==> src/rtl/low_out_buffer.sv <==
// low_out_buffer
//   Captures the upstream FSM's low output word during L windows (mode == 0)
//   into a small FIFO and drains it to a low sink over valid/ready.
//   Words offered during H windows are never stored. They are only counted.
//
// Ports
//   clk, rst       clock, asynchronous active-high reset
//   in_data        upstream low word
//   in_valid       upstream word valid
//   mode           0 = L window (capture), 1 = H window (gate)
//   out_data       head-of-FIFO word (0 when empty)
//   out_valid      FIFO non-empty
//   out_ready      sink accepts out_data this cycle
//   count          occupancy, 0..DEPTH
//   drop_cnt       saturating count of words refused while full
//   h_gate_cnt     saturating count of in_valid cycles gated by mode == 1
module low_out_buffer #(
    parameter int WIDTH = 16,
    parameter int DEPTH = 4,
    parameter int CNTW  = 3
) (
    input  logic             clk,
    input  logic             rst,
    input  logic [WIDTH-1:0] in_data,
    input  logic             in_valid,
    input  logic             mode,
    output logic [WIDTH-1:0] out_data,
    output logic             out_valid,
    input  logic             out_ready,
    output logic [CNTW-1:0]  count,
    output logic [7:0]       drop_cnt,
    output logic [7:0]       h_gate_cnt
);
    localparam int AW = (DEPTH > 1) ? $clog2(DEPTH) : 1;

    typedef enum logic {
        ACCEPT = 1'b0,
        GATED  = 1'b1
    } state_t;

    state_t           r_state;
    state_t           w_next_state;
    logic             w_gated;

    logic [WIDTH-1:0] r_mem [DEPTH];
    logic [AW-1:0]    r_wr_ptr;
    logic [AW-1:0]    r_rd_ptr;
    logic [CNTW-1:0]  r_count;
    logic [7:0]       r_drop_cnt;
    logic [7:0]       r_h_gate_cnt;

    logic             w_nonempty;
    logic             w_full;
    logic             w_push_req;
    logic             w_pop;
    logic             w_push;
    logic             w_drop;

    // Push side uses the live mode, so a word offered in the first H cycle
    // is already refused.
    assign w_nonempty = (r_count != '0);
    assign w_full     = (r_count == CNTW'(DEPTH));
    assign w_push_req = in_valid & ~mode;
    assign w_pop      = w_nonempty & out_ready;
    // A pop in the same cycle frees the slot, so a full FIFO can still accept.
    assign w_push     = w_push_req & (~w_full | w_pop);
    assign w_drop     = w_push_req & w_full & ~w_pop;

    // Gate-state FSM. The counter qualifies on the next state, which makes
    // the first in_valid cycle of an H window count as gated.
    always_comb begin
        w_next_state = r_state;
        case (r_state)
            ACCEPT:  if (mode)  w_next_state = GATED;
            GATED:   if (!mode) w_next_state = ACCEPT;
            default: w_next_state = ACCEPT;
        endcase
        w_gated = (w_next_state == GATED);
    end

    always_ff @(posedge clk or posedge rst) begin
        if (rst) r_state <= ACCEPT;
        else     r_state <= w_next_state;
    end

    // Storage is left unreset. out_data masks it whenever count == 0.
    always_ff @(posedge clk) begin
        if (w_push) r_mem[r_wr_ptr] <= in_data;
    end

    always_ff @(posedge clk or posedge rst) begin
        if (rst) begin
            r_wr_ptr     <= '0;
            r_rd_ptr     <= '0;
            r_count      <= '0;
            r_drop_cnt   <= '0;
            r_h_gate_cnt <= '0;
        end else begin
            // DEPTH is a power of two, so the pointers wrap naturally.
            if (w_push) r_wr_ptr <= r_wr_ptr + 1'b1;
            if (w_pop)  r_rd_ptr <= r_rd_ptr + 1'b1;
            case ({w_push, w_pop})
                2'b10:   r_count <= r_count + 1'b1;
                2'b01:   r_count <= r_count - 1'b1;
                default: r_count <= r_count;
            endcase
            if (w_drop && r_drop_cnt != 8'hFF)
                r_drop_cnt <= r_drop_cnt + 8'd1;
            if (in_valid && w_gated && r_h_gate_cnt != 8'hFF)
                r_h_gate_cnt <= r_h_gate_cnt + 8'd1;
        end
    end

    // Outputs depend only on registered state. With count reset
    // asynchronously, both out_valid and out_data drop at once.
    assign out_valid  = w_nonempty;
    assign out_data   = w_nonempty ? r_mem[r_rd_ptr] : '0;
    assign count      = r_count;
    assign drop_cnt   = r_drop_cnt;
    assign h_gate_cnt = r_h_gate_cnt;

endmodule
==> config.mk <==
export PLATFORM = sky130hd
export DESIGN_NAME = low_out_buffer
export DESIGN_NICKNAME = d
export VERILOG_FILES = /design/src/rtl/low_out_buffer.sv
export SDC_FILE = /design/constraint.sdc
export NUM_CORES = 1
export LEC_CHECK = 0
export ABC_CLOCK_PERIOD_IN_PS = 6600
export CAP_MARGIN = 20
export CELL_PAD_IN_SITES_DETAIL_PLACEMENT = 0
export CELL_PAD_IN_SITES_GLOBAL_PLACEMENT = 1
export CORE_UTILIZATION = 48
export DETAILED_ROUTE_END_ITERATION = 8
export PLACE_DENSITY = 0.89
export REMOVE_ABC_BUFFERS = 1
export SKIP_LAST_GASP = 1
export SYNTH_ARGS = -nofsm -noshare
export SYNTH_HDL_FRONTEND = slang
export SYNTH_SLANG_ARGS = --single-unit
==> constraint.sdc <==
create_clock -name clk -period 6.6 [get_ports clk]
set_clock_uncertainty 0.05 [all_clocks]
set_input_delay 1.65 -clock clk [delete_from_list [all_inputs] [get_ports clk]]
set_output_delay 1.65 -clock clk [all_outputs]
set_load 0.03 [all_outputs]
==> flow_metrics.env <==
export IMPL_drtIter0Drc=88
export IMPL_route_detailed_drc=0
export IMPL_vias=2112
export IMPL_yosysTopAreaCell="edfxtp_1"
export IMPL_fmax_ghz=0.244
export IMPL_fin_area_mm2=0.00458
export IMPL_ys_flop_type="edfxtp_1"
export IMPL_power_per_cell_area_mw_per_mm2=415
export IMPL_grt_max_degree=24
export IMPL_drv_slew=0
export IMPL_portBuffers=56
export IMPL_placedCellCount=377
export IMPL_cts_root_buffer="clkbuf_8"
export IMPL_async_reset_ff_share_pct=26.4
export IMPL_peakVddDrop_uv=231
export IMPL_crit_path_max_incr_delay_ns=0.61
export IMPL_cts_sinks=87
export IMPL_syn_to_final_growth_pct=22.6
export IMPL_synth_area_per_cell_um2=16.2
export IMPL_drive_above_1_share_pct=14.9
export IMPL_htreeDepth=3
export IMPL_finalNonFillerCells=394
export IMPL_worstHoldStart="drop_cnt[0]$_DFFE_PP0P_"
export IMPL_die_h_um=90.2
export IMPL_vias_per_cell=5.36
export IMPL_synth_seq_cells=87
export IMPL_post_route_period_util_pct=62.1
export IMPL_cts_tree="built"
export IMPL_fin_setup_tns_ns=0
export IMPL_synth_area_top_cells="edfxtp_1, dfrtp_1, mux4_2"
export IMPL_grt_pass1_vias=2102
export IMPL_die_w_um=90.2
export IMPL_r2r_end="count[2]$_DFFE_PP0P_"
export IMPL_ys_warn_count=0
export IMPL_path_clk_slew_ns=0.08
export IMPL_holdWs_ns=0.474
export IMPL_first_pass_iters=4
export IMPL_synth_cells=230
export IMPL_cts_buffers=9
export IMPL_multi_input_area_mm2=0.00117
export IMPL_synthTopCellsByCount="edfxtp_1, dfrtp_1, and2_1"
export IMPL_fillers=549
export IMPL_postRouteAntennaNets=0
export IMPL_min_path_type="reg2reg"
export IMPL_setup_violations=0
export IMPL_wl_um=6270
export IMPL_routabilityCongestion=0.777
export IMPL_nets=318
export IMPL_cpMaxStageDelayCell="clkdlybuf4s50_1"
export IMPL_ctsResizeCount=0
export IMPL_crit_arrival_ns=2.40
export IMPL_die_area_mm2=0.00814
export IMPL_register_area_mm2=0.00250
export IMPL_r2r_cells=5
export IMPL_rsz0062_at_grt="no"
export IMPL_end_kind="output pin"
export IMPL_fp_coreArea_mm2=0.00737
export IMPL_crit_fanout=14
export IMPL_period_needed_ns=4.10
export IMPL_synth_area_mm2=0.00373
export IMPL_antenna_found_initial=0
export IMPL_cts_hold_fix_buffers=0
export IMPL_gr_usage_all_layers_pct=17.1
export IMPL_cp_required_ns=4.90
export IMPL_antenna_cells=0
export IMPL_dpl_cell_area_mm2=0.00437
export IMPL_hold_depth=1
export IMPL_hold_end="drop_cnt[0]$_DFFE_PP0P_"
export IMPL_routedWlPerCell_um=15.9
export IMPL_num_io_pins=57
export IMPL_synth_most_common_cell="edfxtp_1"
export IMPL_num_rows=31
export IMPL_postCtsSetupRepairBufs=0
export IMPL_drv_cap=0
export IMPL_cts_max_path_buffers=2
export IMPL_crit_start="r_rd_ptr[0]$_DFFE_PP0P_"
export IMPL_path_class="reg2out"
export IMPL_r2r_start="count[1]$_DFFE_PP0P_"
export IMPL_final_core_util_pct=62.2
export IMPL_grt_pass1_wl_um=10600
export IMPL_globalRouteOverflowTotal=0
export IMPL_start_kind="flop"
export IMPL_status="complete, no violations"
export IMPL_yosys_cell_types_count=48
export IMPL_synth_top_area_share_pct=51.5
export IMPL_yosysSeqAreaShare_pct=66.9
export IMPL_cp_cell_sequence="buf_16 -> mux4_2 -> and2_1 -> clkdlybuf4s50_1"
export IMPL_start_util_pct=50.7
export IMPL_finalHoldViolCount=0
export IMPL_synth_edf_count=64
export IMPL_hpwl_um=4090
export IMPL_maxSlewHeadroom_pct=39.7
export IMPL_worstSkewPairLatency_ns=0.34
export IMPL_r2r_slack_ns=4.06
export IMPL_tightest_slew_ns=0.904
export IMPL_p_leak_nw=1.62
-- power by group --
group	switching (mW)	leakage (nW)	total (mW)	internal, mW
clock network	0.194	0.0935	0.335	0.141
logic	0.416	0.652	0.805	0.388
registers	0.0858	0.872	0.760	0.674
-- through the flow --
stage	power, mW	setup WS, ns
6_report	1.90	2.50
5_1_grt	2.01	2.37
4_1_cts	1.90	2.02
3_5_place_dp	1.57	2.41
3_3_place_gp	1.56	2.41
2_1_floorplan	1.26	3.18
-- cells by family (layout without fill, tap and decap cells) --
family	count (synthesis)	in the layout	synth area share [%]
AND/OR/NAND/NOR	68	68	11.2
adder cells (fa/ha/maj)	7	7	2.55
flip-flops	87	87	66.9
multiplexers	21	21	11.3
buffers and inverters	15	80	1.91
XOR/XNOR	8	8	1.88
AO/OA/AOI/OAI	24	24	4.36
-- worst max-delay path: cells and delay by family (launching register included) --
family	cells	cell delay (ns)
buffers and inverters	2	0.82
multiplexers	1	0.49
AND/OR/NAND/NOR	1	0.17
flip-flops	1	0.56
-- cells in the final DEF, fill, tap and decap left out, drive strengths merged, types with 3 or more instances in the layout --
cell / n
and2: 20
nor2: 4
a21oi: 7
nand3: 12
mux4: 16
inv: 10
a31oi: 3
o21ai: 3
nand2: 12
clkinv: 4
clkbuf: 9
nand4: 3
edfxtp: 64
ha: 6
clkdlybuf4s50: 56
xnor2: 7
dfrtp: 23
mux2: 5
-- registers in the layout, summed over array words and instances, names as in the netlist --
signal      flops
h_gate_cnt      8
r_rd_ptr        2
r_mem          64
count           3
r_wr_ptr        2
drop_cnt        8
-- routing by layer --
| metal | up-vias | GRT usage, % | routed length, µm |
|---|---|---|---|
| met4 | 0 | 8.87 | 138 |
| li1 | 1006 | - | - |
| met5 | - | 0 | 0 |
| met1 | 1056 | 22.6 | 2880 |
| met3 | 10 | 3.05 | 190 |
| met2 | 40 | 27.2 | 3070 |
-- layout make-up --
class	instances	area share (%)
timing repair buffer	57	12.8
clock inverter	7	1.20
sequential	87	54.5
multi-input combinational	128	25.5
clock buffer	9	2.70
inverter	7	0.574
tap	99	2.70
-- worst max-delay path by stage --
stage,to,slack (ns),cells past startpoint
6_report,out_data[12],2.50,4
5_1_grt,out_data[11],2.37,4
4_1_cts,out_data[12],2.02,3
3_5_place_dp,out_data[12],2.41,3
3_3_place_gp,out_data[12],2.41,3
2_1_floorplan,out_data[0],3.18,2
(Power assumes the default switching activity.)
